===== config.mk =====
export PLATFORM = sky130hd
export DESIGN_NAME = pixel_write_port
export DESIGN_NICKNAME = d
export VERILOG_FILES = /design/src/rtl/gpu_fb_pkg.sv /design/src/rtl/pixel_write_fifo.sv /design/src/rtl/pixel_write_port.sv
export SDC_FILE = /design/constraint.sdc
export NUM_CORES = 1
export LEC_CHECK = 0
export BUFFER_PORTS_ARGS = -buffer_cell sky130_fd_sc_hd__buf_4
export CAP_MARGIN = 30
export CELL_PAD_IN_SITES_DETAIL_PLACEMENT = 0
export CELL_PAD_IN_SITES_GLOBAL_PLACEMENT = 1
export CORE_ASPECT_RATIO = 0.8
export CORE_UTILIZATION = 40
export CTS_CLUSTER_DIAMETER = 60
export CTS_CLUSTER_SIZE = 30
export DETAILED_ROUTE_END_ITERATION = 10
export GPL_TIMING_DRIVEN = 0
export HOLD_SLACK_MARGIN = 0.06
export PLACE_DENSITY_LB_ADDON = 0.1
export SLEW_MARGIN = 0
export SYNTH_ARGS = -nofsm -noshare
export SYNTH_HDL_FRONTEND = slang
export SYNTH_SLANG_ARGS = --single-unit

===== constraint.sdc =====
create_clock -name clkPixel -period 4.3 [get_ports clkPixel]
set_input_delay 1.29 -clock clkPixel [delete_from_list [all_inputs] [get_ports clkPixel]]
set_output_delay 1.29 -clock clkPixel [all_outputs]
set_load 0.01 [all_outputs]

===== src/rtl/gpu_fb_pkg.sv =====
// Shared framebuffer geometry and the pixel-engine SRAM read-slot predicate.
package gpu_fb_pkg;

    localparam int unsigned HSTART_HDMI = 159;
    localparam int unsigned VSTART_HDMI = 44;

    localparam int unsigned FB_WIDTH    = 320;
    localparam int unsigned FB_HEIGHT   = 240;
    localparam int unsigned FB_SIZE     = 76800;

    localparam int unsigned ACTIVE_W    = 640;
    localparam int unsigned ACTIVE_H    = 480;

    // One queued framebuffer write: linear pixel address plus RGB332 value.
    typedef struct packed {
        logic [16:0] addr;
        logic [7:0]  data;
    } fb_wr_t;

    // High on cycles where the pixel engine samples SRAM: the first screen
    // pixel of each 2x2 (normal) or 4x4 (half-res) block inside the active area.
    function automatic logic is_read_slot(
        input logic [11:0] h_count,
        input logic [11:0] v_count,
        input logic        half_res,
        input logic [11:0] hstart,
        input logic [11:0] vstart
    );
        logic [11:0] px;
        logic [11:0] ln;
        logic        in_video;
        logic        first;
        px       = h_count - (hstart + 12'd1);
        ln       = v_count - (vstart + 12'd1);
        in_video = (h_count > hstart) && (v_count > vstart) &&
                   (px < 12'(ACTIVE_W)) && (ln < 12'(ACTIVE_H));
        if (half_res)
            first = (ln[1:0] == 2'b00) && (px[1:0] == 2'b00);
        else
            first = (ln[0] == 1'b0) && (px[0] == 1'b0);
        return in_video && first;
    endfunction

endpackage


===== src/rtl/pixel_write_fifo.sv =====
// Small synchronous FIFO with wrap-bit pointers; head word is visible combinationally.
module pixel_write_fifo #(
    parameter int unsigned DEPTH = 4,
    parameter int unsigned WIDTH = 25
) (
    input  logic                     clkPixel,
    input  logic                     resetn,
    input  logic                     push,
    input  logic                     pop,
    input  logic [WIDTH-1:0]         din,
    output logic                     full,
    output logic                     empty,
    output logic [$clog2(DEPTH):0]   level,
    output logic [WIDTH-1:0]         head
);

    localparam int unsigned PW = $clog2(DEPTH);

    logic [WIDTH-1:0] mem [DEPTH];
    logic [PW:0]      wptr;
    logic [PW:0]      rptr;
    logic             do_push;
    logic             do_pop;

    assign level   = wptr - rptr;
    assign empty   = (wptr == rptr);
    assign full    = (level == (PW+1)'(DEPTH));
    assign do_push = push && !full;
    assign do_pop  = pop && !empty;
    assign head    = mem[rptr[PW-1:0]];

    // Storage write; contents need no reset because the pointers gate visibility.
    always_ff @(posedge clkPixel) begin
        if (do_push)
            mem[wptr[PW-1:0]] <= din;
    end

    // Pointer update; extra MSB distinguishes full from empty.
    always_ff @(posedge clkPixel or negedge resetn) begin
        if (!resetn) begin
            wptr <= '0;
            rptr <= '0;
        end else begin
            if (do_push)
                wptr <= wptr + 1'b1;
            if (do_pop)
                rptr <= rptr + 1'b1;
        end
    end

endmodule


===== src/rtl/pixel_write_port.sv =====
// Framebuffer SRAM write port: buffers bus writes and drains them around pixel-engine fetches.
module pixel_write_port
    import gpu_fb_pkg::*;
#(
    parameter int unsigned FIFO_DEPTH = 4,
    parameter int unsigned HSTART     = HSTART_HDMI,
    parameter int unsigned VSTART     = VSTART_HDMI
) (
    input  logic                          clkPixel,
    input  logic                          resetn,
    input  logic [11:0]                   h_count,
    input  logic [11:0]                   v_count,
    input  logic                          halfRes,
    input  logic                          wr_valid,
    output logic                          wr_ready,
    input  logic [16:0]                   wr_addr,
    input  logic [7:0]                    wr_data,
    output logic                          sram_we,
    output logic [16:0]                   sram_waddr,
    output logic [7:0]                    sram_wdata,
    output logic [$clog2(FIFO_DEPTH):0]   fifo_level,
    output logic                          addr_err
);

    logic   fifo_full;
    logic   fifo_empty;
    logic   accept;
    logic   in_range;
    logic   push;
    logic   read_slot;
    fb_wr_t head_word;
    fb_wr_t last_q;
    fb_wr_t shown;

    assign wr_ready  = !fifo_full;
    assign accept    = wr_valid && wr_ready;
    assign in_range  = (wr_addr < 17'(FB_SIZE));
    assign push      = accept && in_range;
    assign read_slot = is_read_slot(h_count, v_count, halfRes, 12'(HSTART), 12'(VSTART));
    assign sram_we   = !fifo_empty && !read_slot;

    pixel_write_fifo #(
        .DEPTH (FIFO_DEPTH),
        .WIDTH ($bits(fb_wr_t))
    ) u_fifo (
        .clkPixel (clkPixel),
        .resetn   (resetn),
        .push     (push),
        .pop      (sram_we),
        .din      ({wr_addr, wr_data}),
        .full     (fifo_full),
        .empty    (fifo_empty),
        .level    (fifo_level),
        .head     (head_word)
    );

    // Remember the last word written so the SRAM bus holds steady once the FIFO empties.
    always_ff @(posedge clkPixel or negedge resetn) begin
        if (!resetn)
            last_q <= '0;
        else if (sram_we)
            last_q <= head_word;
    end

    // Sticky out-of-range flag; only reset clears it.
    always_ff @(posedge clkPixel or negedge resetn) begin
        if (!resetn)
            addr_err <= 1'b0;
        else if (accept && !in_range)
            addr_err <= 1'b1;
    end

    // Present the FIFO head, or the held word when nothing is queued.
    always_comb begin
        shown = head_word;
        if (fifo_empty)
            shown = last_q;
    end

    assign sram_waddr = shown.addr;
    assign sram_wdata = shown.data;

endmodule


After elaboration in Yosys (flattened, before gate mapping)
Memories as Yosys holds them, arrays and structs flattened.
Cells that the tools add are included.

operators by class
  add/subtract/negate cells = 5
  multiply operators = 0
  divide/modulo/power cells = 0
  order comparisons = 5
  equal/unequal tests = 2
  shifts and indexed selects = 0
  multiplexer cells = 4
  bitwise logic cells = 2
  reductions and logical operators = 18

operators with widths
  kind                     number
  $mux W25                 1
  $lt A17 B17 Y1 const B   1
  $gt A12 B6 Y1 const B    1
  $gt A12 B8 Y1 const B    1
  $logic_and A1 B1 Y1      12
  $lt A12 B10 Y1 const B   1
  $lt A12 B9 Y1 const B    1
  $sub A12 B6 Y12 const B  1
  $sub A12 B8 Y12 const B  1
  $add A3 B1 Y3 const B    2
  $logic_not A1 Y1         4
  $logic_not A2 Y1         2
  $eq A3 B3 Y1             1
  $eq A3 B3 Y1 const B     1
  $mux W1                  3
  $sub A3 B3 Y3            1
  $not A1 Y1               2

word-level totals
  register bits = 32
  bits in latches = 0
  memory bits (writable) = 100
  bits in read-only memories = 0
  logic and storage cells = 42
  memories kept = 1

memory list
  memory      words  width  read ports  clocked after memory_dff  write ports  RTL line                source
  u_fifo.mem  4      25     1           0                         1            pixel_write_fifo.sv:19  logic [WIDTH-1:0] mem [DEPTH];

Depth between registers and ports, before layout
Gate-level depths: netlist of the first run.

  depth after elaboration = 8
  gate-level depth with buffers = 10

Modules after synthesis
A second synthesis of the first run with hierarchy kept.

unflattened totals
  cell total of the unflattened synthesis = 393
  area, all modules = 5886.9 um^2

modules (own cells, without submodules)
  module            times used  cells each  area each (um^2)  seq. area each (um^2)
  pixel_write_fifo  1           175         4073.9            3153.0
  pixel_write_port  1           218         1813.0            650.6

Least setup slack after synthesis of the first run
Ideal clock, no wire load.

  path type = input to output
  start = input h_count[11]
  end = output sram_we
  arrival time = 2.374 ns
  path slack = 0.636 ns
  cell stages on the path = 7
  path buffers = 2
  cell sequence = nor4_1 > nand4b_1 > a31oi_1 > a21o_1 > buf_4 > buf_2 > inv_2

between the ends
  longest elaborated chain between the ends = 7
  elaborated cells on any way between the ends = 9

ends and longest elaborated chain
  item                                                   RTL line                            source
  start: declaration                                     pixel_write_port.sv:11              input logic [11:0] h_count,
  $sub A12 B8 Y12 or $gt A12 B8 Y1 (tied branches)       gpu_fb_pkg.sv:33, gpu_fb_pkg.sv:35
  $lt A12 B10 Y1 or $logic_and A1 B1 Y1 (tied branches)  gpu_fb_pkg.sv:36, gpu_fb_pkg.sv:35
  $logic_and A1 B1 Y1 (*)                                gpu_fb_pkg.sv:35                    in_video = (h_count > hstart) && (v_count > vstart) &&
  $logic_and A1 B1 Y1 (*)                                gpu_fb_pkg.sv:36                    (px < 12'(ACTIVE_W)) && (ln < 12'(ACTIVE_H));
  $logic_and A1 B1 Y1 (*)                                gpu_fb_pkg.sv:41                    return in_video && first;
  $logic_not A1 Y1 (*)                                   pixel_write_port.sv:40              assign sram_we = !fifo_empty && !read_slot;
  $logic_and A1 B1 Y1 (*)                                pixel_write_port.sv:40
  end: declaration                                       pixel_write_port.sv:18              output logic sram_we,

Mark *: on every way between the ends. The rest lies on a longest branch, timed or not.

Worst setup path after layout of the first run
  start = register u_fifo.rptr[1]
  end = output sram_waddr[6]

between the ends
  longest elaborated chain between the ends = 2
  elaborated cells on any way between the ends = 3

ends and longest elaborated chain
  item                                            RTL line                source
  start: declaration                              pixel_write_fifo.sv:21  logic [PW:0] rptr;
  start signal: assignment                        pixel_write_fifo.sv:47  rptr <= rptr + 1'b1;
  $mem_v2 Z4 W25 or $eq A3 B3 Y1 (tied branches)  -
  $mux W25 (*)                                    pixel_write_port.sv:76  if (fifo_empty)
  end: declaration                                pixel_write_port.sv:19  output logic [16:0] sram_waddr,

Marks and branches as above.

==> results of run 1 <==
-- sequential cells by signal, summed over array words and instances, names as in the netlist --
name and flops:
u_fifo.wptr 3, u_fifo.rptr 3, addr_err 1, u_fifo.mem 100
last_q 25
-- final cells by class --
cell class	count	area (um2)
flip-flops and latches	132	3800
clock buffers	19	433
plain buffers	16	83.8
fillers	1078	6170
repair buffers	80	601
well taps	175	219
clock inverters	13	183
inverters	7	26.3
multi-input cells	176	1490
-- timing repair --
item	in CTS	in global routing
endpoints found under the hold margin	0	0
hold buffers	0	0
setup buffers	0	0
resized for setup	4	6
endpoints found under the setup margin	26	21
-- kinds of logic after synthesis --
logic type | after synthesis
compound gates | 40
simple gates | 96
xor+xnor | 6
flops | 132
mux | 26
buf+inv | 24
fa+ha+maj | 8
-- synth_stat cells (all sizes together), types with 2 or more instances --
library cell | count | area (um2)
xnor2 | 4 | 42.6
o2bb2ai | 25 | 219
and2 | 5 | 31.3
dfrtp | 32 | 801
o211ai | 2 | 15.0
ha | 7 | 87.6
edfxtp | 100 | 3000
nand2 | 78 | 293
nor4 | 2 | 12.5
inv | 7 | 26.3
mux4 | 25 | 563
nor2 | 6 | 22.5
buf | 11 | 56.3
clkbuf | 6 | 22.5
xor2 | 2 | 17.5
o21ai | 4 | 20.0
a21o | 3 | 22.5
a221oi | 2 | 35.0
-- per-stage QoR --
step	power (mW)	TNS [ps]	utilization, %
3_3_place_gp	4.14	-409	47.7
6_report	5.63	0	52.6
3_5_place_dp	4.18	-785	47.7
4_1_cts	5.70	0	52.5
2_1_floorplan	3.20	0	-
5_1_grt	5.97	0	52.6
-- cell usage in the layout, fill, tap and decap left out, drive strengths merged, types with 2 or more instances in the layout --
cell type / Yosys / routed
xor2: 2 / 2
clkinv: 0 / 5
o211ai: 2 / 2
edfxtp: 100 / 100
and2: 5 / 5
xnor2: 4 / 4
o21ai: 4 / 4
clkinvlp: 0 / 3
nand2: 78 / 78
mux4: 25 / 25
clkbuf: 6 / 26
o2bb2ai: 25 / 25
a221oi: 2 / 2
nor4: 2 / 2
dfrtp: 32 / 32
nor2: 6 / 6
a21o: 3 / 3
bufinv: 0 / 4
ha: 7 / 7
inv: 7 / 8
buf: 11 / 89
-- layer usage --
metal | GRT usage (%) | up-vias | share of wire, %
li1 | - | 1463 | -
met1 | 25.8 | 1583 | 49
met2 | 27.2 | 64 | 46
met3 | 4.43 | 7 | 4.0
met4 | 5.98 | 0 | 0.75
met5 | 0 | - | 0
-- power by group --
group | internal (mW) | switching [mW] | total, mW | leakage, nW
logic | 1.03 | 1.27 | 2.29 | 1.09
registers | 1.71 | 0.120 | 1.83 | 1.28
clock network | 0.969 | 0.538 | 1.51 | 0.291
total | 3.70 | 1.93 | 5.63 | 2.66
-- worst max path at each step --
stage                     end  slack, ps
2_1_floorplan         sram_we        640
3_3_place_gp   sram_waddr[12]        -80
4_1_cts         sram_waddr[9]         20
5_1_grt         sram_waddr[9]         20
3_5_place_dp    sram_waddr[9]       -100
6_report        sram_waddr[6]        260
-- worst register-to-register path: stages, from the launching register on --
cell and delay (ps):
dfrtp_1 400, inv_1 160, ha_1 200, fa_1 430, inv_1 90, nor2_1 70, a221oi_4 400, and2_2 760
==> qor.csv, run 1 <==
metric;value;unit
status;complete, no violations;
DP HPWL;7240;um
die area;0.0139;mm2
Reg2Reg Capture Point;u_fifo.mem[3][3]$_DFFE_PP_;
worst min-delay path class;register to register;
post-synth design cell area;0.00539;mm2
worst path cell trace;clkbuf_2 > clkbuf_4 > inv_1 > ha_1 > nand3_1 > clkbuf_2 > nand2_1 > nand2_1 > buf_4;
Critical R2R Launch;u_fifo.wptr[0]$_DFFE_PN0P_;
Worst-path clk slew;60;ps
Max Slew Vio Count;0;
DRC viols;0;
Crit. Startpoint;u_fifo.rptr[1]$_DFFE_PN0P_;
Die H;106;um
Cells after DPL;587;
Startpoint Class;register;
RSZ-0062 raised after global routing;false;
CP delay by family, top;buffers and inverters;
final WL;11600;um
crit path max fanout;10;
overall routing resource usage;18.1;%
Top FF cell, synth;edfxtp_1;
Chip Width;132;um
VDD IR max;0.382;mV
Post-Synth XOR/XNOR Area;1.11;%
port buffer count;80;
simple-gate portion of the synthesized area;7.32;%
vias in the first global route;3255;
DRT antenna net count;0;
Hold Path Origin;addr_err$_DFFE_PN0P_;
Crit path largest cell delay;400;ps
DRT iter0 DRCs;165;
fin area;0.00684;mm2
final worst slack;258;ps
post-synthesis sequential area ratio;70.6;%
Final Critical Period;4040;ps
Leakage;2.66;nW
mux share of post-synthesis cell area;10.7;%
Vias;3117;
Crit path depth;9;
largest family of logic cells by synthesized area;multiplexers;
ratio of cells with drive above 1 in the final layout;35.4;%
CTS tree;done;
pre-CTS WS;-96.1;ps
Top Ports;84;
Synth Area in Compound Gates;6.34;%
Non-Filler Instances;618;
H-tree depth;4;
worst hold margin;469;ps
core area;0.0130;mm2
Area after DPL;0.00621;mm2
clock buffer depth;2;
PwrDens;823;mW/mm2
skew final;10.5;ps
Layout Area Growth over Synthesis;26.9;%
Rows;37;
first-pass GRT wire length;18400;um
GP Congestion;0.689;
setup violators final;0;
total of warnings raised by yosys;0;
slowest CP cell;dfrtp_1;
wire per inst;18.8;um
Max Freq;0.247;GHz
starting density of the core;41.4;%
#FFs+latches synth;132;
vias per inst;5.04;
largest net degree at the start of global routing;33;
CTS sink cnt;132;
max_slew headroom;44.9;%
number of max-cap violations;0;
WHS Path Cells;1;
worst skew pair latency;410;ps
antenna violations before repair;0;
Diodes inserted;0;
reg-to-reg slack, setup;1400;ps
Worst Hold End;addr_err$_DFFE_PN0P_;
syn_nets;393;
critical path required time;3010;ps
Post-Synth Adder-Cell Area;2.00;%
Worst Path Arrival;2750;ps
total grt overflow;0;
CP endpoint kind;output port;
CTS Buf Count;17;
period utilization;94.0;%
First-pass DRT Iterations;4;
Post-Synthesis Cells;332;
distinct cell type count after synthesis;34;
slew of the pin with the lowest slew margin;826;ps
Synth async-reset ratio;24.2;%
R2R cell count;7;
worst setup path class;register to output port;
Fin. Hold Viols;0;
root buf cell;clkbuf_16;
Worst Path Buf+Inv;5;
fin nets;491;
synthesized area per cell;16.2;um2
number of synthesized flops with an enable pin;100;
No activity file was read; power rests on OpenSTA's default activity.
==> inputs of run 2 (changes only) <==
==> constraint.sdc (replaced) <==
create_clock -name clkPixel -period 3.8 [get_ports clkPixel]
set_input_delay 1.14 -clock clkPixel [delete_from_list [all_inputs] [get_ports clkPixel]]
set_output_delay 1.14 -clock clkPixel [all_outputs]
set_load 0.01 [all_outputs]
==> run 2 against run 1 <==
Against the previous run: sequential power rose by 13%; worst setup slack got worse by 61 ps; non-clock buffer count did not move; clock power rose by 13%; critical path depth fell by 1; via count rose by 0.87%; count of clock-buffer cells in the layout did not move; clock skew barely moved; wire length barely moved; final area rose by 0.33%.
==> qor.csv, run 2 (same netlist as run 1, synthesis figures left out) <==
metric;value;unit
status;complete, no violations;
wire per inst;18.7;um
DRT iter0 DRCs;162;
CP endpoint kind;output port;
PwrDens;934;mW/mm2
Max Freq;0.278;GHz
commonest cells after routing, fill and taps aside;100 x edfxtp_1, 82 x buf_4, 78 x nand2_1;
Startpoint Class;primary input;
Crit path largest cell delay;240;ps
worst setup path class;primary input to output port;
fin area;0.00686;mm2
vias in the first global route;3239;
pre-CTS WS;-446;ps
Leakage;2.67;nW
Worst-path clk slew;60;ps
first-pass GRT wire length;18300;um
GP Congestion;0.689;
CP delay by family, top;buffers and inverters;
die area;0.0139;mm2
period utilization;94.8;%
Top cell by count, worst path;buf_4;
Diodes inserted;0;
antenna violations before repair;0;
port buffer count;80;
max reg flops;100;
core area;0.0130;mm2
setup violators final;0;
critical path required time;2660;ps
DRT antenna net count;0;
worst min-delay path class;register to register;
reg-to-reg slack, setup;910;ps
fin nets;491;
Final TNS setup;0;ps
CTS resizes;10;
commonest non-fill, non-tap cell in the layout;edfxtp_1;
clock buffer depth;2;
Post CTS Setup Buffer Count;0;
skew final;10.5;ps
slowest CP cell;nor4_1;
WHS Path Cells;1;
CTS tree;done;
final WL;11600;um
largest net degree at the start of global routing;33;
overall routing resource usage;18.0;%
Final Critical Period;3600;ps
Die H;106;um
vias per inst;5.09;
Rows;37;
Chip Width;132;um
Max Slew Vio Count;0;
Reg2Reg Capture Point;u_fifo.mem[3][3]$_DFFE_PP_;
Area after DPL;0.00621;mm2
H-tree depth;4;
starting density of the core;41.4;%
ratio of cells with drive above 1 in the final layout;35.7;%
Worst Hold End;addr_err$_DFFE_PN0P_;
worst skew pair latency;410;ps
DRC viols;0;
Hold Path Origin;addr_err$_DFFE_PN0P_;
CTS sink cnt;132;
RSZ-0062 raised after global routing;false;
final worst slack;197;ps
Worst Path Buf+Inv;4;
CTS Hold Buffers Added;0;
Layout Area Growth over Synthesis;27.4;%
root buf cell;clkbuf_16;
worst path cell trace;buf_4 > nor4_1 > nand4b_1 > a31oi_2 > a21o_1 > buf_6 > inv_2 > buf_4;
First-pass DRT Iterations;4;
max_slew headroom;45.4;%
Fin. Hold Viols;0;
Critical R2R Launch;u_fifo.wptr[0]$_DFFE_PN0P_;
Worst Path Arrival;2460;ps
slew of the pin with the lowest slew margin;819;ps
number of max-cap violations;0;
R2R cell count;7;
Vias;3144;
worst hold margin;469;ps
crit path max fanout;19;
Cells after DPL;587;
DP HPWL;7240;um
Non-Filler Instances;618;
Top Ports;84;
CTS Buf Count;17;
VDD IR max;0.446;mV
total grt overflow;0;
==> run 2: final cells by class <==
cell class | count | area, um2
flip-flops and latches | 132 | 3800
multi-input cells | 176 | 1490
repair buffers | 80 | 601
plain buffers | 16 | 101
well taps | 175 | 219
clock buffers | 19 | 433
clock inverters | 13 | 183
inverters | 7 | 26.3
fillers | 1075 | 6150
==> run 2: worst max path at each step <==
stage	cells after the start	start	end
floorplan	7	h_count[11]	sram_we
global placement	9	u_fifo.rptr[1]$_DFFE_PN0P_	sram_waddr[12]
detailed placement	9	u_fifo.rptr[1]$_DFFE_PN0P_	sram_waddr[9]
CTS	10	u_fifo.rptr[1]$_DFFE_PN0P_	sram_waddr[9]
global route	8	h_count[10]	sram_we
finish	8	h_count[10]	sram_we
==> run 2: per-stage QoR <==
step / utilization, % / total power [mW]
final: 52.7 / 6.41
after global routing: 52.7 / 6.79
after CTS: 52.6 / 6.46
after detailed placement: 47.7 / 4.73
after global placement: 47.7 / 4.69
after floorplan: - / 3.62
==> run 2: where the power goes <==
part	switching, mW	internal [mW]
clock	0.606	1.10
combinational	1.44	1.19
sequential	0.135	1.93
total	2.18	4.22
==> run 2: metal layers <==
metal | vias up | share of wire (%) | global-route usage [%]
met1 | 1583 | 47 | 25.7
met5 | - | 0 | 0
met3 | 6 | 5.4 | 4.43
met4 | 0 | 0.63 | 5.98
li1 | 1463 | - | -
met2 | 92 | 47 | 27.1
